## src/rtl/fifo_arb_pkg.sv

```systemverilog
// Shared types and helpers for the FIFO write-port arbiter.
package fifo_arb_pkg;

  typedef enum logic {
    IDLE  = 1'b0,
    GRANT = 1'b1
  } arb_state_t;

  localparam int BEAT_W    = 4;
  localparam int MAX_NREQ  = 8;
  localparam int MAX_IDX_W = 3;

  // Callers size-cast the result down to their own NREQ.
  function automatic logic [MAX_NREQ-1:0] onehot(input logic [MAX_IDX_W-1:0] idx);
    onehot = {{(MAX_NREQ-1){1'b0}}, 1'b1} << idx;
  endfunction

endpackage

```

## src/rtl/fifo_wr_arbiter_chk.sv

```systemverilog
// Protocol checks on the arbiter's write-port outputs.
module fifo_wr_arbiter_chk #(
  parameter int NREQ = 4
) (
  input logic            clk_i,
  input logic            rst_n_i,
  input logic [NREQ-1:0] req_i,
  input logic [NREQ-1:0] ack_i,
  input logic            w_en_i,
  input logic            full_i
);

  a_ack_onehot0: assert property (@(posedge clk_i) disable iff (!rst_n_i) $onehot0(ack_i));
  a_wen_is_ack:  assert property (@(posedge clk_i) disable iff (!rst_n_i) w_en_i == (|ack_i));
  a_no_wr_full:  assert property (@(posedge clk_i) disable iff (!rst_n_i) !(w_en_i && full_i));
  a_ack_has_req: assert property (@(posedge clk_i) disable iff (!rst_n_i) (ack_i & ~req_i) == '0);

endmodule

```

## src/rtl/fifo_wr_arbiter_rr_pick.sv

```systemverilog
// Combinational round-robin picker: first set request after last, with wrap.
module rr_pick #(
  parameter int NREQ = 4
) (
  input  logic [NREQ-1:0]         req_i,
  input  logic [$clog2(NREQ)-1:0] last_i,
  output logic                    valid_o,
  output logic [$clog2(NREQ)-1:0] idx_o
);
  localparam int OW = $clog2(NREQ);

  logic [OW-1:0] cand_s;

  // Scan farthest-first so the nearest set request after last_i wins.
  always_comb begin
    valid_o = 1'b0;
    idx_o   = '0;
    cand_s  = '0;
    for (int k = NREQ; k >= 1; k--) begin
      cand_s  = OW'((int'(last_i) + k) % NREQ);
      idx_o   = req_i[cand_s] ? cand_s : idx_o;
      valid_o = valid_o | req_i[cand_s];
    end
  end

endmodule

```

## src/rtl/fifo_wr_arbiter.sv

```systemverilog
// Round-robin arbiter sharing one async-FIFO write port between NREQ requesters,
// with bursts capped at BURST_LEN writes per grant.
module fifo_wr_arbiter
  import fifo_arb_pkg::*;
#(
  parameter int NREQ      = 4,
  parameter int DATA_W    = 8,
  parameter int BURST_LEN = 4
) (
  input  logic                     wclk,
  input  logic                     wrst_n,
  input  logic [NREQ-1:0]          req,
  input  logic [NREQ*DATA_W-1:0]   wdata_in,
  input  logic                     full,
  output logic [NREQ-1:0]          ack,
  output logic                     w_en,
  output logic [DATA_W-1:0]        w_data,
  output logic [$clog2(NREQ)-1:0]  owner,
  output logic                     busy
);
  localparam int OW = $clog2(NREQ);
  localparam logic [BEAT_W-1:0] LAST_BEAT = BEAT_W'(BURST_LEN - 1);

  arb_state_t    state_q;
  logic [OW-1:0] owner_q;
  logic [OW-1:0] last_q;
  logic [BEAT_W-1:0] beat_q;
  logic [BEAT_W-1:0] beat_d;

  logic          pick_valid_s;
  logic [OW-1:0] pick_idx_s;
  logic          grant_s;
  logic          w_en_s;
  logic          exit_s;

  rr_pick #(.NREQ(NREQ)) u_pick (
    .req_i   (req),
    .last_i  (last_q),
    .valid_o (pick_valid_s),
    .idx_o   (pick_idx_s)
  );

  // Write port decode; everything is gated by GRANT so reset silences it at once.
  always_comb begin
    grant_s = (state_q == GRANT);
    w_en_s  = grant_s & req[owner_q] & ~full;
    exit_s  = grant_s & (~req[owner_q] | (w_en_s & (beat_q == LAST_BEAT)));
    beat_d  = w_en_s ? (beat_q + 4'd1) : beat_q;
    w_en    = w_en_s;
    ack     = w_en_s ? NREQ'(onehot(MAX_IDX_W'(owner_q))) : '0;
    w_data  = grant_s ? wdata_in[int'(owner_q)*DATA_W +: DATA_W] : '0;
    owner   = owner_q;
    busy    = grant_s;
  end

  // Arbitration FSM: pick in IDLE, count beats in GRANT, record last owner on exit.
  always_ff @(posedge wclk or negedge wrst_n) begin
    if (!wrst_n) begin
      state_q <= IDLE;
      owner_q <= '0;
      last_q  <= OW'(NREQ - 1);
      beat_q  <= '0;
    end else begin
      case (state_q)
        IDLE: begin
          if (pick_valid_s && !full) begin
            owner_q <= pick_idx_s;
            beat_q  <= '0;
            state_q <= GRANT;
          end else begin
            state_q <= IDLE;
          end
        end
        GRANT: begin
          if (exit_s) begin
            last_q  <= owner_q;
            beat_q  <= '0;
            state_q <= IDLE;
          end else begin
            beat_q  <= beat_d;
          end
        end
        default: begin
          state_q <= IDLE;
          beat_q  <= '0;
        end
      endcase
    end
  end

  fifo_wr_arbiter_chk #(.NREQ(NREQ)) u_chk (
    .clk_i   (wclk),
    .rst_n_i (wrst_n),
    .req_i   (req),
    .ack_i   (ack),
    .w_en_i  (w_en),
    .full_i  (full)
  );

endmodule

```

## config.mk

```make
export PLATFORM = sky130hd
export DESIGN_NAME = fifo_wr_arbiter
export DESIGN_NICKNAME = d
export VERILOG_FILES = /design/src/rtl/fifo_arb_pkg.sv /design/src/rtl/fifo_wr_arbiter_chk.sv /design/src/rtl/fifo_wr_arbiter_rr_pick.sv /design/src/rtl/fifo_wr_arbiter.sv
export SDC_FILE = /design/constraint.sdc
export NUM_CORES = 1
export LEC_CHECK = 0
export BUFFER_PORTS_ARGS = -buffer_cell sky130_fd_sc_hd__buf_2
export CAP_MARGIN = 0
export CORE_MARGIN = 2
export CORE_UTILIZATION = 25
export DETAILED_ROUTE_END_ITERATION = 8
export SYNTH_ARGS = -nofsm -noshare
export SYNTH_HDL_FRONTEND = slang
export SYNTH_HIERARCHICAL = 1
export SYNTH_SLANG_ARGS = --single-unit
```

## constraint.sdc

```tcl
create_clock -name wclk -period 2 [get_ports wclk]
set_clock_uncertainty 0.05 [all_clocks]
set_input_delay 0.2 -clock wclk [delete_from_list [all_inputs] [get_ports wclk]]
set_output_delay 0.2 -clock wclk [all_outputs]
set_load 0.01 [all_outputs]
```

==> flow_metrics.py <==
metrics = {
    "synthesis": {
        "async_flop_share": 1.00,
        "synth_cell_types": 36,
        "yosys_warnings": 6,
        "synth-edff-count": 0,
        "ys.flop_type": "dfrtp_1",
        "yosys.area.top_type": "mux4_2",
        "synth.cell_area_sq_um": 865,
        "synth_top_cells_by_area": "mux4_2 23%, dfrtp_1 20%, dfstp_2 6.1%",
        "synth_seq_cells": 9,
        "syn_inst": 79,
        "yosysTopAreaCellShare": 0.234,
        "ys_seq_area_frac": 0.263,
        "avgSynthCellArea_sq_um": 10.9,
        "syn_nets": 119,
    },
    "worst_setup_path": {
        "crit_chain": "buf_8 > mux4_2 > and2_1 > buf_2",
        "cp_slowest_cell": "mux4_2",
        "startpoint_type": "flop",
        "endpoint_kind": "primary output",
        "crit_family": "multiplexers",
        "cp.arrival_ps": 1650,
        "path_max_fanout": 15,
        "criticalPathCategory": "flop to primary output",
        "cp.buffers_inverters": 2,
        "cp.required_ps": 1750,
        "critPathMaxStageDelay_ps": 510,
    },
    "placed_design": {
        "dp_hpwl_um": 1900,
        "port_buffers": 54,
        "gp_congestion": 0.834,
    },
    "clocking": {
        "root_buffer": "clkbuf_4",
        "clk_pin_slew_worst_paths_ps": 60,
        "clk_latency_ps": 260,
        "cts_setup_buffers": 0,
        "tritoncts": "done",
        "cts.sinks": 9,
        "htreeDepth": 1,
        "cts-buffers-inserted": 3,
        "cts_max_path_buffers": 2,
    },
    "pwr": {
        "powerDensity_nw_per_um2": 1170,
        "leakage_nw": 0.590,
        "total_power_w": 0.00145,
        "peakVddDrop_mv": 0.216,
    },
    "timing": {
        "max_slew_margin": 0.663,
        "tns_ps": 0,
        "hold_viol_final": 0,
        "setup_viol": 0,
        "worst_slew_pin_slew_ps": 499,
        "period_needed_ps": 1900,
        "rsz0062_at_grt": "no",
        "slew_viol_final": 0,
        "fmax_mhz": 526,
        "post-route-period-util": 0.950,
    },
    "hold_path": {
        "min_path_type": "input port to flop",
    },
    "grt": {
        "antenna_found_initial": 0,
        "first_global_vias": 866,
        "grt_pass1_wl_um": 3940,
        "grt_util_all_layers": 0.125,
        "grt_overflow": 0,
        "grt_max_degree": 16,
    },
    "drt": {
        "drc": 0,
        "wirelength_met1_um": 908,
        "drt_first_pass_iters": 4,
        "vias": 881,
        "wl_per_cell_um": 12.7,
        "met3WireLength_um": 181,
        "drt_wl_total_um": 2330,
        "routed.top_layer": "met4",
        "drtIter0Drc": 22,
        "ant_nets": 0,
        "wl_met2_um": 1210,
        "viasPerCell": 4.81,
    },
    "job": {
        "max_cap_violations": 0,
    },
    "floorplan": {
        "core_area_sq_um": 3340,
        "io_pins": 55,
        "die_w_um": 62.8,
        "die_h_um": 62.8,
        "dieArea_sq_um": 3940,
        "fp-row-count": 21,
        "start_util": 0.259,
    },
    "cells_and_area": {
        "fillers": 351,
        "final_cell_mix": "54 x buf_2, 9 x mux4_2, 8 x and2_1",
        "drive_gt1_frac": 0.555,
        "nNetsFinal": 178,
        "layout_commonest_cell": "buf_2",
        "diodes": 0,
        "syn2layout_area_growth_pct": 42.8,
    },
    "run_status": {
        "status": "completed",
    },
}
[power breakdown]
part / switching (W) / internal [W]
Clock: 0.0000665 / 0.0000771
Sequential: 0.0000676 / 0.000268
Combinational: 0.000442 / 0.000527
Total: 0.000576 / 0.000872
[worst register-to-register path, cell delays in order (launching register included)]
cell and delay, ps:
dfrtp_1 370, ha_1 170, or4b_1 500, a21boi_4 210, mux2_1 340
[cell usage after synthesis, types with 2 or more instances]
cell type,count
nand2b_1,5
mux2_1,2
nand2_1,2
mux4_2,9
dfrtp_1,7
inv_1,6
mux2_2,2
nor2b_1,2
nor2_1,5
and2_1,8
mux2i_1,2
a21oi_1,2
and4b_1,2
clkbuf_1,2
dfstp_2,2
[registers in the layout, summed over array words and instances (netlist names)]
signal	count
beat_q	4
last_q	2
owner	2
busy	1
[per-layer routing]
| metal | track usage | vias to the layer above |
|---|---|---|
| met5 | 0 | - |
| met2 | 0.237 | 46 |
| met4 | 0.0500 | 0 |
| li1 | - | 418 |
| met3 | 0.0342 | 4 |
| met1 | 0.130 | 413 |
[logic make-up (layout without fill, tap and decap cells)]
group,Yosys count,in the layout,share of synthesized area
buf+inv,10,68,0.0535
fa+ha+maj,1,1,0.0145
simple gates,32,32,0.234
flops,9,9,0.263
compound gates,12,12,0.124
mux,15,15,0.310
[layout make-up]
type,count,area (sq um),area share
flip-flops and latches,9,228,0.184
clock buffers,4,26.3,0.0213
inverters,6,22.5,0.0182
repair buffers,58,310,0.251
well taps,46,57.6,0.0466
multi-input cells,60,591,0.478
[stage by stage]
| step | instance area [sq um] | worst slack [ps] | util | hold slack, ps | std cells |
|---|---|---|---|---|---|
| floorplan | 865 | 272 | - | -146 | 79 |
| global placement | 1190 | 330 | 0.357 | 10.5 | 178 |
| detailed placement | 1190 | 295 | 0.357 | 13.9 | 178 |
| CTS | 1230 | 35.7 | 0.368 | 239 | 183 |
| global route | 1230 | 7.25 | 0.370 | 264 | 183 |
| finish | 1230 | 100 | 0.370 | 240 | 183 |
[repair_timing]
action	4_1_cts	5_1_grt
endpoints found under the setup margin	0	8
endpoints found under the hold margin	9	0
gates resized for setup	0	2
hold buffers	1	0
[path summary, 6_finish.rpt]
path	depth (start not counted)	endpoint	slack [ps]	start
worst max-delay path	4	w_data[3]	100	owner[0]$_DFFE_PN0P_
worst min-delay path	4	busy$_DFF_PN0_	240	full
worst max register to register	4	last_q[1]$_DFFE_PN1P_	290	beat_q[0]$_DFFE_PN0P_
worst min register to register	1	beat_q[0]$_DFFE_PN0P_	450	beat_q[0]$_DFFE_PN0P_
max in group asynchronous	2	last_q[0]$_DFFE_PN1P_	1390	wrst_n
min in group asynchronous	2	beat_q[2]$_DFFE_PN0P_	260	wrst_n
No activity file was read; power rests on OpenSTA's default activity.
